`src/rtl/mont_modexp_pkg.sv`:
```
// Shared definitions for the Montgomery modular-exponentiation block:
// FSM state encoding, width constants and the parameter legality check.
package mont_modexp_pkg;

    localparam int EXP_W_DEF = 16;
    localparam int DATA_W    = 16;
    localparam int PROD_W    = 32;
    localparam int NBITS_W   = 5;

    localparam logic [NBITS_W-1:0] N_MAX = 5'd15;

    typedef enum logic [2:0] {
        S_IDLE,
        S_CONV_B,
        S_CONV_1,
        S_SQR,
        S_MUL,
        S_OUT,
        S_DONE,
        S_FAIL
    } state_e;

    // Odd modulus, 1 <= n <= N_MAX and m < 2^n.
    function automatic logic params_legal(
        input logic [DATA_W-1:0]  mod,
        input logic [NBITS_W-1:0] nb
    );
        logic ok;
        ok = mod[0];
        if (nb == '0)
            ok = 1'b0;
        if (nb > N_MAX)
            ok = 1'b0;
        if ((mod >> nb) != '0)
            ok = 1'b0;
        return ok;
    endfunction

endpackage

```
`src/rtl/mont_reduce.sv`:
```
// Combinational Montgomery reduction: r = x * 2^-n mod m, result < m.
// Ports: x_i product, m_i modulus, m_inv_i -m^-1 mod 2^n, n_i bits, r_o.
module mont_reduce
    import mont_modexp_pkg::*;
(
    input  logic [PROD_W-1:0]  x_i,
    input  logic [DATA_W-1:0]  m_i,
    input  logic [DATA_W-1:0]  m_inv_i,
    input  logic [NBITS_W-1:0] n_i,
    output logic [DATA_W-1:0]  r_o
);

    logic [DATA_W-1:0] mask;
    logic [DATA_W-1:0] mu;
    logic [PROD_W-1:0] mu_m;
    logic [PROD_W-1:0] sum;
    logic [DATA_W:0]   t;
    logic [DATA_W:0]   t_sub;

    assign mask = ~({DATA_W{1'b1}} << n_i);

    // Only the low n bits of x matter for mu; a 16-bit product suffices
    // since n never exceeds 15.
    assign mu = (x_i[DATA_W-1:0] * m_inv_i) & mask;

    assign mu_m = {{(PROD_W-DATA_W){1'b0}}, mu}
                * {{(PROD_W-DATA_W){1'b0}}, m_i};

    // Legal operands keep this sum below 2^31, so no carry is lost.
    assign sum = x_i + mu_m;

    // Quotient is below 2m, which fits in DATA_W+1 bits.
    assign t = (DATA_W+1)'(sum >> n_i);

    assign t_sub = t - {1'b0, m_i};

    // Borrow out means t < m already.
    assign r_o = t_sub[DATA_W] ? t[DATA_W-1:0] : t_sub[DATA_W-1:0];

endmodule

```
`src/rtl/mont_modexp.sv`:
```
// Montgomery modular exponentiation controller: result = base^exp mod m,
// left-to-right square-and-multiply over all EXP_W exponent bits.
// Ports: clk, rst (async high), start; base, exp, m, m_inv, r2, n operands;
// busy, done (pulse), err (illegal parameters), result.
module mont_modexp
    import mont_modexp_pkg::*;
#(
    parameter int EXP_W = EXP_W_DEF
) (
    input  logic               clk,
    input  logic               rst,
    input  logic               start,
    input  logic [DATA_W-1:0]  base,
    input  logic [EXP_W-1:0]   exp,
    input  logic [DATA_W-1:0]  m,
    input  logic [DATA_W-1:0]  m_inv,
    input  logic [DATA_W-1:0]  r2,
    input  logic [NBITS_W-1:0] n,
    output logic               busy,
    output logic               done,
    output logic               err,
    output logic [DATA_W-1:0]  result
);

    localparam int IW = (EXP_W > 1) ? $clog2(EXP_W) : 1;
    localparam logic [IW-1:0] IDX_TOP = IW'(EXP_W - 1);

    state_e             state_q;
    logic [DATA_W-1:0]  base_q;
    logic [EXP_W-1:0]   exp_q;
    logic [DATA_W-1:0]  m_q;
    logic [DATA_W-1:0]  minv_q;
    logic [DATA_W-1:0]  r2_q;
    logic [NBITS_W-1:0] n_q;
    logic [DATA_W-1:0]  am_q;
    logic [DATA_W-1:0]  acc_q;
    logic [IW-1:0]      idx_q;
    logic               busy_q;
    logic               done_q;
    logic               err_q;
    logic [DATA_W-1:0]  result_q;

    logic [DATA_W-1:0]  op_a;
    logic [DATA_W-1:0]  op_b;
    logic [PROD_W-1:0]  prod;
    logic [DATA_W-1:0]  red;

    // Operand selection for the single reduction stage.
    always_comb begin
        op_a = '0;
        op_b = '0;
        unique case (state_q)
            S_CONV_B: begin
                op_a = base_q;
                op_b = r2_q;
            end
            S_CONV_1: begin
                op_a = r2_q;
                op_b = DATA_W'(1);
            end
            S_SQR: begin
                op_a = acc_q;
                op_b = acc_q;
            end
            S_MUL: begin
                op_a = acc_q;
                op_b = am_q;
            end
            S_OUT: begin
                op_a = acc_q;
                op_b = DATA_W'(1);
            end
            default: begin
                op_a = '0;
                op_b = '0;
            end
        endcase
    end

    assign prod = {{(PROD_W-DATA_W){1'b0}}, op_a}
                * {{(PROD_W-DATA_W){1'b0}}, op_b};

    mont_reduce u_reduce (
        .x_i     (prod),
        .m_i     (m_q),
        .m_inv_i (minv_q),
        .n_i     (n_q),
        .r_o     (red)
    );

    always_ff @(posedge clk or posedge rst) begin
        if (rst) begin
            state_q  <= S_IDLE;
            base_q   <= '0;
            exp_q    <= '0;
            m_q      <= '0;
            minv_q   <= '0;
            r2_q     <= '0;
            n_q      <= '0;
            am_q     <= '0;
            acc_q    <= '0;
            idx_q    <= '0;
            busy_q   <= 1'b0;
            done_q   <= 1'b0;
            err_q    <= 1'b0;
            result_q <= '0;
        end else begin
            unique case (state_q)
                S_IDLE: begin
                    done_q <= 1'b0;
                    if (start) begin
                        base_q <= base;
                        exp_q  <= exp;
                        m_q    <= m;
                        minv_q <= m_inv;
                        r2_q   <= r2;
                        n_q    <= n;
                        if (params_legal(m, n)) begin
                            busy_q  <= 1'b1;
                            idx_q   <= IDX_TOP;
                            state_q <= S_CONV_B;
                        end else begin
                            // Report right away; result is kept.
                            done_q  <= 1'b1;
                            err_q   <= 1'b1;
                            state_q <= S_FAIL;
                        end
                    end
                end
                S_CONV_B: begin
                    am_q    <= red;
                    state_q <= S_CONV_1;
                end
                S_CONV_1: begin
                    acc_q   <= red;
                    state_q <= S_SQR;
                end
                S_SQR: begin
                    acc_q <= red;
                    if (exp_q[idx_q]) begin
                        state_q <= S_MUL;
                    end else if (idx_q == '0) begin
                        state_q <= S_OUT;
                    end else begin
                        idx_q   <= idx_q - IW'(1);
                        state_q <= S_SQR;
                    end
                end
                S_MUL: begin
                    acc_q <= red;
                    if (idx_q == '0) begin
                        state_q <= S_OUT;
                    end else begin
                        idx_q   <= idx_q - IW'(1);
                        state_q <= S_SQR;
                    end
                end
                S_OUT: begin
                    // Output flags land together with the result.
                    result_q <= red;
                    busy_q   <= 1'b0;
                    done_q   <= 1'b1;
                    err_q    <= 1'b0;
                    state_q  <= S_DONE;
                end
                S_DONE: begin
                    done_q  <= 1'b0;
                    state_q <= S_IDLE;
                end
                S_FAIL: begin
                    done_q  <= 1'b0;
                    state_q <= S_IDLE;
                end
                default: begin
                    state_q <= S_IDLE;
                end
            endcase
        end
    end

    assign busy   = busy_q;
    assign done   = done_q;
    assign err    = err_q;
    assign result = result_q;

endmodule

```
`config.mk`:
```
export PLATFORM = sky130hd
export DESIGN_NAME = mont_modexp
export DESIGN_NICKNAME = d
export VERILOG_FILES = /design/src/rtl/mont_modexp_pkg.sv /design/src/rtl/mont_reduce.sv /design/src/rtl/mont_modexp.sv
export SDC_FILE = /design/constraint.sdc
export NUM_CORES = 2
export LEC_CHECK = 0
export CORE_MARGIN = 2
export CORE_UTILIZATION = 40
export CTS_CLUSTER_DIAMETER = 60
export DETAILED_ROUTE_END_ITERATION = 6
export SKIP_LAST_GASP = 1
export SYNTH_ARGS = -nofsm -noshare
export SYNTH_HDL_FRONTEND = slang
export SYNTH_SLANG_ARGS = --single-unit
```
`constraint.sdc`:
```
create_clock -name clk -period 47.2 [get_ports clk]
set_input_delay 9.44 -clock clk [delete_from_list [all_inputs] [get_ports clk]]
set_output_delay 9.44 -clock clk [all_outputs]
set_load 0.005 [all_outputs]
```
==> impl_metrics.yaml <==
status:
  status: "complete, no violations"
timing:
  setup_tns_ns: 0
  relSlewSlack_pct: 18.2
  min_period_ns: 22.58
  report.final.setup_viol: 0
  finalCritPeriodShare_pct: 47.8
  hold_viol: 0
  finClkSkew_ns: 0.0349
  tightest_slew_ns: 1.22
  rsz0062_at_grt: "false"
  slew_violations: 0
  max_freq_mhz: 44.3
yosys:
  syn-cell-area_um2: 31000
  syn_inst: 3533
  synthDominantCellAreaShare_pct: 32.3
  synth_edf_count: 0
  yosysTopAreaCell: "fa_1"
  synthTopCellsByArea: "fa_1, dfrtp_1, ha_1, inv_1, nand2_1"
  synthArstFlopShare_pct: 100
  synth_ff_type: "dfrtp_1"
  syn_area_per_cell_um2: 8.77
  ys_types: 94
  ys_ff_latch: 143
  syn-num-nets: 4390
  ys_warn_count: 0
  ys_seq_area_share_pct: 11.5
grt:
  globalRouteOverflowTotal: 0
  track_usage_pct: 24.6
  grt-busiest-layer: "met2"
  grt_pass1_vias: 25600
  grt_pass1_wl_um: 149000
  grt_max_degree: 89
  grt_use_met2_pct: 40.7
  antenna_found_initial: 1
  met1_usage_pct: 33.5
  met3_usage_pct: 3.36
route:
  post-route-drc-count: 0
  ant_nets: 0
  firstDrtPassIters: 6
  vias: 24800
  drt-initial-drc-count: 1737
  wl_um: 94400
  viasPerCell: 5.36
  routedWlPerCell_um: 20.4
critical_path:
  rrSetupSlack_ns: 24.62
  r2r-end: "acc_q[13]"
  crit_top_cell: "fa_1"
  critPathCaptureType: "register"
  crit_start: "state_q[2]"
  crit_required_ns: 47.57
  worstPathMaxFanout: 22
  critPathSlowestCell: "dfrtp_1"
  cpPeakStageDelay_ns: 0.82
  critical_path_class: "reg -> reg"
  cp.arrival_ns: 22.95
  critPathLaunchType: "register"
  rr_worst_depth: 72
  regToRegStartpoint: "state_q[2]"
cells_and_area:
  layout.nets: 4436
  area_delta_synth_final_pct: 9.58
  final_common_cell: "inv_1"
  layout-drive-gt1-share_pct: 6.51
  mostFrequentLayoutCells: "inv_1, fa_1, nand2_1"
clock_network:
  cts_setup_buffers: 0
  clock_path_buffers: 2
  root_buffer: "clkbuf_16"
  cts_max_level: 4
  cts.repair.resized: 0
  tritoncts: "yes"
  clk_latency_ns: 0.51
  cts_hold_buf: 0
  clkTransAtPathRegs_ns: 0.08
  cts_buffers: 17
  clock_sinks: 143
placement:
  portBuffers: 106
  dp_hpwl_um: 76100
  gp_congestion: 0.961
die:
  die_area_um2: 79700
  row_count: 102
  die_h_um: 282
  core_area_um2: 77100
  start_util_pct: 40.2
  io_pins: 107
  die_w_um: 282
job:
  drv_cap: 0
hold_path:
  hold_depth: 2
  hp-class: "reg -> reg"
  min_to: "result[14]"
  hp-start: "result[14]"
==> state kept, by name, indices dropped and copies added, names as in the netlist <==
signal and count:
am_q 16, m_q 16, minv_q 16, base_q 16, state_q 3, result 16
idx_q 4, n_q 5, acc_q 16, busy 1, r2_q 16, done 1
exp_q 16, err 1
==> critical path, delay by kind of cell (launching register included) <==
family          cells  cell delay (ns)
fa+ha+maj          21             9.69
compound gates     19             4.89
xor+xnor           12             3.44
simple gates        9             1.96
buf+inv             9             0.98
flops               1             0.82
mux                 2             0.63
==> metal layers <==
metal,wire (um),part of all wire (%)
met4,2830,3.0
met1,41400,44
met3,5490,5.8
met5,0,0
met2,44600,47
==> final cells by class <==
type / count / area (um2)
inverter: 609 / 2290
antenna: 1 / 2.50
tap: 1040 / 1300
multi-input combinational: 2635 / 24600
fill: 7716 / 43100
sequential: 143 / 3580
clock inverter: 15 / 193
timing repair buffer: 173 / 1560
clock buffer: 17 / 425
==> worst max-delay path by stage <==
stage | slack, ns | endpoint
after floorplan | 27.01 | acc_q[15]
after global placement | 25.18 | acc_q[15]
after detailed placement | 24.83 | am_q[14]
after CTS | 24.79 | acc_q[11]
after global routing | 23.34 | am_q[14]
final | 24.62 | acc_q[13]
==> stage by stage <==
stage | area [um2] | instances | util [%] | worst slack (ns) | hold slack [ns]
after floorplan | 31000 | 3533 | - | 27.01 | 0.450
after global placement | 33300 | 4600 | 43.3 | 25.18 | 0.479
after detailed placement | 33300 | 4600 | 43.3 | 24.83 | 0.483
after CTS | 34000 | 4632 | 44.1 | 24.79 | 0.505
after global routing | 34000 | 4632 | 44.1 | 23.34 | 0.519
final | 34000 | 4633 | 44.1 | 24.62 | 0.507
==> synth_stat cells (all sizes together), types with 28 or more instances <==
| library cell | instances |
|---|---|
| a21o | 28 |
| a21oi | 126 |
| and2 | 223 |
| clkbuf | 130 |
| dfrtp | 143 |
| fa | 500 |
| ha | 269 |
| inv | 608 |
| mux2 | 86 |
| mux2i | 54 |
| nand2 | 491 |
| nor2 | 157 |
| nor3 | 78 |
| o21a | 29 |
| o21ai | 170 |
| xnor2 | 79 |
==> cells by family (layout without fill, tap and decap cells) <==
family | after synthesis | count (layout) | share of synthesized area (%)
compound gates | 538 | 538 | 11.2
xor+xnor | 104 | 104 | 3.18
fa+ha+maj | 769 | 769 | 43.2
buf+inv | 755 | 814 | 9.20
flops | 143 | 143 | 11.5
mux | 150 | 150 | 5.60
other cells | 0 | 1 | 0
simple gates | 1074 | 1074 | 16.2
Power is not shown: default switching activity piles up to over one toggle a cycle in this logic, so the estimate is an artifact.
